==> config.mk <==
export PLATFORM = sky130hd
export DESIGN_NAME = multdiv_issue
export DESIGN_NICKNAME = d
export VERILOG_FILES = /design/src/rtl/multdiv_issue.sv
export SDC_FILE = /design/constraint.sdc
export NUM_CORES = 1
export LEC_CHECK = 0
export ABC_AREA = 1
export CELL_PAD_IN_SITES_DETAIL_PLACEMENT = 0
export CELL_PAD_IN_SITES_GLOBAL_PLACEMENT = 1
export CORE_ASPECT_RATIO = 2
export CORE_UTILIZATION = 29
export CTS_BUF_LIST = sky130_fd_sc_hd__clkbuf_4 sky130_fd_sc_hd__clkbuf_8
export DETAILED_ROUTE_END_ITERATION = 10
export GPL_TIMING_DRIVEN = 0
export PLACE_DENSITY = 0.93
export SLEW_MARGIN = 0
export SYNTH_ARGS = -nofsm -noshare
export SYNTH_HDL_FRONTEND = slang
export SYNTH_SLANG_ARGS = --single-unit
==> constraint.sdc <==
create_clock -name clock_i -period 2 [get_ports clock_i]
set_input_delay 0.4 -clock clock_i [delete_from_list [all_inputs] [get_ports clock_i]]
set_output_delay 0.4 -clock clock_i [all_outputs]
set_load 0.02 [all_outputs]
==> src/rtl/multdiv_issue.sv <==
// Issue/handshake controller between decode and a multi-cycle multiply/divide
// unit: latches one op, drives the unit, and returns a single writeback strobe.
module multdiv_issue #(
    parameter int TIMEOUT = 64
) (
    input  logic        clock_i,
    input  logic        reset_i,
    input  logic        issue_valid_i,
    input  logic        issue_is_mult_i,
    input  logic        issue_is_div_i,
    input  logic [31:0] issue_opA_i,
    input  logic [15:0] issue_opB_i,
    input  logic [4:0]  issue_rd_i,
    output logic [31:0] md_operandA_o,
    output logic [15:0] md_operandB_o,
    output logic        md_ctrl_MULT_o,
    output logic        md_ctrl_DIV_o,
    input  logic [31:0] md_result_i,
    input  logic        md_exception_i,
    input  logic        md_inputRDY_i,
    input  logic        md_resultRDY_i,
    output logic        stall_o,
    output logic        wb_valid_o,
    output logic [4:0]  wb_rd_o,
    output logic [31:0] wb_data_o,
    output logic        wb_exception_o,
    output logic        wb_timeout_o,
    output logic        illegal_op_o
);

    typedef enum logic [1:0] {
        IDLE,
        WAIT_IN,
        BUSY,
        WB
    } state_t;

    localparam logic [6:0] CNT_LAST = 7'(TIMEOUT - 1);

    state_t      state_q, state_d;
    logic [6:0]  cnt_q, cnt_d;
    logic [31:0] opa_q, opa_d;
    logic [15:0] opb_q, opb_d;
    logic [4:0]  rd_q, rd_d;
    logic        mult_q, mult_d;
    logic        div_q, div_d;
    logic [31:0] wb_data_q, wb_data_d;
    logic        wb_exc_q, wb_exc_d;
    logic        wb_to_q, wb_to_d;
    logic        illegal_q, illegal_d;

    logic        legal;
    logic [6:0]  cnt_inc;
    logic        timeout;

    assign legal   = issue_valid_i & (issue_is_mult_i ^ issue_is_div_i);
    assign cnt_inc = cnt_q + 7'd1;
    // Abort once the count would reach TIMEOUT-1 on this edge
    assign timeout = (cnt_inc == CNT_LAST);

    always_ff @(posedge clock_i) begin
        if (reset_i) begin
            state_q   <= IDLE;
            cnt_q     <= '0;
            opa_q     <= '0;
            opb_q     <= '0;
            rd_q      <= '0;
            mult_q    <= 1'b0;
            div_q     <= 1'b0;
            wb_data_q <= '0;
            wb_exc_q  <= 1'b0;
            wb_to_q   <= 1'b0;
            illegal_q <= 1'b0;
        end else begin
            state_q   <= state_d;
            cnt_q     <= cnt_d;
            opa_q     <= opa_d;
            opb_q     <= opb_d;
            rd_q      <= rd_d;
            mult_q    <= mult_d;
            div_q     <= div_d;
            wb_data_q <= wb_data_d;
            wb_exc_q  <= wb_exc_d;
            wb_to_q   <= wb_to_d;
            illegal_q <= illegal_d;
        end
    end

    always_comb begin
        state_d   = state_q;
        cnt_d     = cnt_q;
        opa_d     = opa_q;
        opb_d     = opb_q;
        rd_d      = rd_q;
        mult_d    = mult_q;
        div_d     = div_q;
        wb_data_d = wb_data_q;
        wb_exc_d  = wb_exc_q;
        wb_to_d   = wb_to_q;
        illegal_d = 1'b0;
        unique case (state_q)
            IDLE: begin
                if (legal) begin
                    opa_d   = issue_opA_i;
                    opb_d   = issue_opB_i;
                    rd_d    = issue_rd_i;
                    mult_d  = issue_is_mult_i;
                    div_d   = issue_is_div_i;
                    cnt_d   = '0;
                    state_d = WAIT_IN;
                end else if (issue_valid_i) begin
                    illegal_d = 1'b1;
                end
            end
            WAIT_IN: begin
                cnt_d = cnt_inc;
                if (timeout) begin
                    wb_data_d = '0;
                    wb_exc_d  = 1'b1;
                    wb_to_d   = 1'b1;
                    mult_d    = 1'b0;
                    div_d     = 1'b0;
                    state_d   = WB;
                end else if (md_inputRDY_i) begin
                    state_d = BUSY;
                end
            end
            BUSY: begin
                cnt_d = cnt_inc;
                // A result on the timeout edge still counts as a normal finish
                if (md_resultRDY_i) begin
                    wb_data_d = md_result_i;
                    wb_exc_d  = md_exception_i;
                    wb_to_d   = 1'b0;
                    mult_d    = 1'b0;
                    div_d     = 1'b0;
                    state_d   = WB;
                end else if (timeout) begin
                    wb_data_d = '0;
                    wb_exc_d  = 1'b1;
                    wb_to_d   = 1'b1;
                    mult_d    = 1'b0;
                    div_d     = 1'b0;
                    state_d   = WB;
                end
            end
            WB: begin
                state_d = IDLE;
            end
            default: begin
                state_d = IDLE;
            end
        endcase
    end

    assign md_operandA_o  = opa_q;
    assign md_operandB_o  = opb_q;
    assign md_ctrl_MULT_o = mult_q;
    assign md_ctrl_DIV_o  = div_q;
    assign stall_o        = ((state_q == IDLE) & legal)
                          | (state_q == WAIT_IN)
                          | (state_q == BUSY);
    assign wb_valid_o     = (state_q == WB);
    assign wb_rd_o        = rd_q;
    assign wb_data_o      = wb_data_q;
    assign wb_exception_o = wb_exc_q;
    assign wb_timeout_o   = wb_to_q;
    assign illegal_op_o   = illegal_q;

endmodule

After elaboration in Yosys (flattened, before gate mapping)
Cells that the tools add are included.
{ "totals": {"ff_bits": 99, "latchBits": 0, "mem_bits_rw": 0, "mem_bits_ro": 0, "inputBits": 93, "elab_cells": 61, "memories": 0} }
{ "op_classes": {"n_addsub": 1, "mul": 0, "div": 0, "order_cmp": 0, "eq_ne": 7, "n_shift": 0, "n_mux": 26, "bitwise": 6, "reduce_logical": 10} }
{ "ops": {"columns": ["cell", "count"], "rows": [
  ["$mux 32", 2],
  ["$pmux 32 s2", 1],
  ["$pmux 7 s2", 1],
  ["$mux 1", 11],
  ["$mux 2", 5],
  ["$pmux 2 s4", 1],
  ["$add 7x1->7 const B", 1],
  ["$eq 7x6->1 const B", 1],
  ["$mux 7", 1],
  ["$ne 3x3->1 const B", 2],
  ["$pmux 1 s3", 2],
  ["$reduce_and 2->1", 3],
  ["$eq 2x2->1 const B", 2],
  ["$pmux 1 s2", 2],
  ["$reduce_bool 2->1", 2],
  ["$reduce_and 3->1", 1],
  ["$reduce_bool 3->1", 1],
  ["$reduce_or 3->1", 1],
  ["$and 1x1->1", 2],
  ["$eq 2x1->1 const B", 1],
  ["$logic_not 2->1", 1],
  ["$ne 2x2->1 const B", 1],
  ["$or 1x1->1", 2],
  ["$reduce_or 2->1", 1],
  ["2 further kinds", 2]
]} }

Longest topological paths before layout
Gate-level depths: netlist of the first run.
{ "depth": {"word_depth": 5, "mapped_depth": 13, "mapped_depth_nobuf": 13} }

Worst setup path after synthesis of the first run
OpenSTA, ideal clock, no wires.
{ "synth_timing": {"path_type": "reg2out", "startpoint": "register state_q[0]", "endpoint": "output stall_o", "arrival_ps": 1395, "t_required_ps": 1600, "setup_slack_ps": 205, "path_stages_with_launch": 8, "n_path_buf": 1, "path_cell_list": "dfxtp_1 > inv_1 > ha_1 > inv_1 > nor2_2 > inv_2 > clkbuf_1 > nand2_1"} }
{ "synth_between": {"elab_chain_cells": 4, "word_cells_on_any_way": 6, "classes_between": "2 x eq/ne; 3 x bitwise; 1 x reduce/logical"} }
{ "synth_lines": {"columns": ["item", "line_no", "source"], "rows": [
  ["start: declaration", "40", "state_t state_q, state_d;"],
  ["start signal: assignment", "75", "state_q <= state_d;"],
  ["$logic_not 2->1", "160", "assign stall_o = ((state_q == IDLE) & legal)"],
  ["$and 1x1->1", "160", null],
  ["$or 1x1->1", "161", "| (state_q == WAIT_IN)"],
  ["$or 1x1->1 (*)", "162", "| (state_q == BUSY);"],
  ["end: declaration", "22", "output logic stall_o,"]
]} }
Mark *: on every way between the ends. The rest lies on a longest branch, timed or not.

Final worst setup path of the first run
Same ends and word-level chain as after synthesis.

==> results of run 1 <==
## through the flow
step / hold WS (ns) / setup slack (ns)
after floorplan: 0.451 / 0.205
after global placement: 0.447 / -1.05
after detailed placement: 0.449 / -1.06
after CTS: 0.464 / -0.0341
after global routing: 0.333 / 0.0229
final: 0.315 / 0.133
## logic make-up (layout without fill, tap and decap cells)
family                   after synthesis  in the layout
buffers and inverters                 47            250
AO/OA/AOI/OAI                        110            110
AND/OR/NAND/NOR                      233            233
flip-flops                            99             99
adder cells (fa/ha/maj)                7              7
## flip-flops by register name (all words and copies together), names as in the netlist
| name | flops |
|---|---|
| md_ctrl_DIV_o | 1 |
| illegal_op_o | 1 |
| md_operandB_o | 16 |
| md_ctrl_MULT_o | 1 |
| md_operandA_o | 32 |
| state_q | 2 |
| wb_exception_o | 1 |
| cnt_q | 7 |
| wb_data_o | 32 |
| wb_rd_o | 5 |
| wb_timeout_o | 1 |
## power breakdown
part           leakage [nW]  internal, mW  switching, mW  total (mW)
registers             0.810          2.30          0.186        2.48
clock network         0.106         0.554          0.757        1.31
logic                  1.46          1.06           1.39        2.45
## layer usage
layer | track usage | part of all wire
met5 | 0 | 0
met4 | 0.0690 | 0.024
met3 | 0.0469 | 0.060
met2 | 0.318 | 0.56
met1 | 0.167 | 0.36
## cells in the final DEF (no fill, tap or decap), drive strengths merged, types with 2 or more instances in the layout
cell type	synthesis	final
a21oi	44	44
a31oi	2	2
buf	3	9
clkbuf	24	34
clkdlybuf4s50	0	178
clkinv	0	4
dfxtp	99	99
dlymetal6s2s	0	3
ha	7	7
inv	20	21
nand2	93	93
nand3	11	11
nand4	2	2
nor2	126	126
o2111ai	2	2
o21ai	60	60
o21bai	2	2
## cell type report
cell class | instances | share of cell area
tap | 150 | 0.0307
clock inverter | 5 | 0.00921
clock buffer | 11 | 0.0248
multi-input combinational | 350 | 0.269
sequential | 99 | 0.326
timing repair buffer | 188 | 0.307
buffer | 26 | 0.0203
inverter | 20 | 0.0131
## worst paths after layout
path | slack [ns] | cells after the start | to | start
hold reg to reg | 0.46 | 2 | wb_data_o[11]$_SDFFE_PP0N_ | wb_data_o[11]$_SDFFE_PP0N_
setup / recovery | 0.13 | 7 | stall_o | state_q[0]$_SDFFE_PP0P_
hold / removal | 0.31 | 3 | illegal_op_o$_SDFF_PP0_ | issue_valid_i
setup reg to reg | 0.14 | 13 | wb_data_o[2]$_SDFFE_PP0N_ | cnt_q[1]$_SDFFE_PP0P_
## repair_timing
action	CTS	global route
pin swaps	1	6
setup buffers	1	4
endpoints found under the setup margin	32	37
resized for setup	16	21
## critical path, cell delays in order, from the launching register on
cell and delay, ns:
dfxtp_4 0.37, inv_2 0.10, ha_4 0.14, inv_1 0.07, nor2_4 0.14, clkinv_4 0.07, nand2_1 0.08, buf_6 0.12
==> metrics.csv, run 1 <==
stage,metric,value,unit
yosys,synth.mux.area_fraction,0,
place,dp_hpwl,8.80,mm
sta,period_share,0.933,
floorplan,dieWidth,82.6,um
global_route,antenna_found_initial,0,
cts,hold_buffers,0,
pwr,p_per_area,1020,nW/um2
cells_and_area,nNetsFinal,794,
yosys,synth.most_common_cell,nor2_1,
route,wl,11.5,mm
pwr,ir_drop,0.000564,V
global_route,grt_max_degree,19,
yosys,ys_warn_count,0,
yosys,avgSynthCellArea,7.60,um2
floorplan,die_area,13500,um2
global_route,grt_overflow,0,
cts,path_clk_slew,0.10,ns
yosys,synthFlopType,dfxtp_1,
yosys,syn_inst,496,
critical_path,path_class,flop to output pin,
sta,relSlewSlack,0.634,
place,dpl_cell_area,5790,um2
yosys,synth_top_area_cell,dfxtp_1,
critical_path,cp-start-kind,flop,
cts,worstSkewPairLatency,0.37,ns
cells_and_area,multi_input_comb_area,1640,um2
cells_and_area,fillers,1277,
cells_and_area,final_area,6110,um2
yosys,synthXorXnorAreaFrac,0,
route,drc,0,
sta,setup_violations,0,
place,port_buffers,183,
sta,timing.setup.tns,0,ns
yosys,ys_seq_area_frac,0.526,
sta,final_max_slew_viol_count,0,
critical_path,arrival,1.47,ns
pwr,p_leak,2.38,nW
yosys,synth_compound_area_frac,0.152,
yosys,synth_top_area_frac,0.526,
worst_hold_path,min_path_type,primary input to flop,
cts,clockBufferDepth,2,
job,cap_violations,0,
sta,worst_pin_slew,0.545,ns
critical_path,required,1.60,ns
cts,cts_sinks,99,
place,gp_congestion,0.795,
cts,cts_buffers,9,
yosys,yosys.area_share.simple,0.246,
global_route,grt_pass1_wl,17.5,mm
cells_and_area,area_growth_syn_to_layout,62.2,%
yosys,synth_top_cells_by_count,"nor2_1, dfxtp_1, nand2_1",
floorplan,rows,58,
yosys,ys_ff_latch,99,
cells_and_area,fin_util,0.484,
route,ant_nets,0,
critical_path,crit_fanout,5,
cells_and_area,register_area,1990,um2
yosys,synth-async-reset-ratio,0,
floorplan,ios,185,
yosys,postSynthNetCount,596,
yosys,syn_area,3770,um2
yosys,synth_fa_ha_area_frac,0.0232,
critical_path,endpoint_kind,output pin,
yosys,synth_top_family_by_area,simple AND/OR/NAND/NOR gates,
cells_and_area,n_antenna_cell,0,
cts,root_buffer,clkbuf_8,
status,outcome,completed,
cts,cts_max_level,3,
sta,hold_violations,0,
route,dr.pass1.iters,4,
yosys,synth_edf_count,0,
floorplan,fp.dieH,163,um
floorplan,start_util,0.298,
global_route,grt.total_usage,0.170,
pwr,finalPower,6.25,mW
route,via_count,3942,
floorplan,core-area,12600,um2
place,place_inst,829,
route,drtIter0Drc,148,
route,wl_per_cell,13.5,um
sta,fin_skew,0.0130,ns
yosys,synth.distinct_cells,21,
cells_and_area,instances_no_fill,849,
yosys,synth_area_leaders,"dfxtp_1, nor2_1, nand2_1",
sta,timing.final.crit_period,1.87,ns
sta,rsz0062_at_grt,no,
global_route,grt_pass1_vias,3758,
cells_and_area,drive_above_1_share,0.0815,
sta,max_freq,536,MHz
cts,cts_tree,yes,
route,routed_via_density,4.64,
(Power assumes the default switching activity.)
==> run 2: changes to the inputs <==
- CAP_MARGIN: unset -> 20
==> results of run 2 <==
The final DEF is identical to that of run 1; final timing and power are the same.
==> run 3: changes to the inputs <==
- CORE_MARGIN: unset -> 2
==> metrics.csv, run 3 (synthesized netlist as in run 1, its figures left out) <==
stage,metric,value,unit
status,outcome,completed,
critical_path,cp-start-kind,flop,
sta,period_share,0.952,
floorplan,ios,185,
route,drc,0,
pwr,p_per_area,1020,nW/um2
cts,cts_tree,yes,
cells_and_area,fillers,1277,
cts,clockBufferDepth,2,
floorplan,start_util,0.298,
critical_path,arrival,2.13,ns
place,dp_hpwl,9.01,mm
global_route,grt_pass1_wl,18.1,mm
floorplan,fp.dieH,165,um
global_route,grt_overflow,0,
floorplan,core-area,12600,um2
sta,hold_violations,0,
cts,path_clk_slew,0.10,ns
critical_path,path_class,flop to flop,
cells_and_area,drive_above_1_share,0.0813,
route,wl_per_cell,13.8,um
sta,max_freq,525,MHz
sta,final_max_slew_viol_count,0,
route,via_count,3983,
floorplan,die_area,14000,um2
cells_and_area,nNetsFinal,796,
route,wl,11.8,mm
job,cap_violations,0,
cells_and_area,n_antenna_cell,0,
cts,cts_buffers,9,
cells_and_area,final_common_cell,clkdlybuf4s50_1,
global_route,antenna_found_initial,0,
sta,relSlewSlack,0.643,
cells_and_area,fin_util,0.486,
cells_and_area,register_area,1990,um2
sta,worst_pin_slew,0.532,ns
sta,timing.final.crit_period,1.90,ns
pwr,ir_drop,0.000596,V
cells_and_area,area_growth_syn_to_layout,63.0,%
worst_hold_path,min_path_type,primary input to flop,
route,drtIter0Drc,207,
place,port_buffers,183,
sta,fin_hold_ws,0.312,ns
critical_path,required,2.22,ns
sta,setup_violations,0,
critical_path,crit_fanout,6,
critical_path,endpoint_kind,flop,
cts,cts_sinks,99,
cts,worstSkewPairLatency,0.37,ns
cells_and_area,most-common-layout-cells,"clkdlybuf4s50_1, nor2_1, dfxtp_1",
global_route,grt_pass1_vias,3851,
route,dr.pass1.iters,5,
cts,cts_max_level,3,
route,ant_nets,0,
pwr,p_leak,2.42,nW
sta,fin_skew,0.0210,ns
floorplan,rows,58,
place,gp_congestion,0.818,
global_route,grt_max_degree,19,
cells_and_area,multi_input_comb_area,1640,um2
floorplan,dieWidth,84.6,um
route,routed_via_density,4.68,
pwr,finalPower,6.26,mW
sta,fin_ws,0.0964,ns
place,post-place-ws,-1.06,ns
cts,root_buffer,clkbuf_8,
global_route,grt.total_usage,0.159,
## run 3: cell count changes in the layout (fill, tap and decap cells not counted), sizes merged
cell and change:
bufinv +1, clkbuf -1, buf +2
## run 3: metrics by stage
step,std cells,setup TNS [ns],cell area (um2)
floorplan,496,0,3770
global placement,829,-13.73,5790
detailed placement,829,-17.01,5790
CTS,845,-0.0404,6020
global route,851,-0.00520,6140
finish,851,0,6140
## run 3: report_power, final
group	internal (mW)	switching, mW
logic	1.03	1.40
registers	2.29	0.185
clock network	0.621	0.735
total	3.94	2.32
## run 3: cell type report
cell class | instances | area share
sequential | 99 | 0.324
timing repair buffer | 190 | 0.310
multi-input combinational | 350 | 0.267
tap | 150 | 0.0306
clock buffer | 10 | 0.0214
buffer | 26 | 0.0208
clock inverter | 6 | 0.0136
inverter | 20 | 0.0130
## run 3: path summary, 6_finish.rpt
path / depth (start not counted) / from / end / slack [ns]
min: 3 / issue_valid_i / illegal_op_o$_SDFF_PP0_ / 0.31
max reg2reg: 12 / cnt_q[1]$_SDFFE_PP0P_ / wb_data_o[10]$_SDFFE_PP0N_ / 0.1
max: 12 / cnt_q[1]$_SDFFE_PP0P_ / wb_data_o[10]$_SDFFE_PP0N_ / 0.1
min reg2reg: 2 / wb_data_o[11]$_SDFFE_PP0N_ / wb_data_o[11]$_SDFFE_PP0N_ / 0.46
## run 3: per-layer routing
layer | up-vias | track usage | share of wire
met5 | - | 0 | 0
met1 | 1828 | 0.166 | 0.37
met2 | 146 | 0.301 | 0.55
li1 | 1992 | - | -
met3 | 17 | 0.0388 | 0.059
met4 | 0 | 0.0599 | 0.021
## run 3: what timing repair did
action                     in CTS  in global routing
cloned                          0                  1
setup endpoints to repair      33                 34
hold buffers                    0                  0
gates resized for setup        14                 20
setup buffers                   1                  5
pin swaps                       1                  6
## run 3: critical path, cell delays in order (launching register included)
cell,delay [ns]
dfxtp_4,0.37
ha_2,0.19
nand2_4,0.10
inv_1,0.05
nor2_1,0.13
nand3_1,0.11
nor2_2,0.18
nand2_4,0.09
a21oi_2,0.15
inv_2,0.11
clkbuf_16,0.17
nand2_2,0.05
a21oi_1,0.05
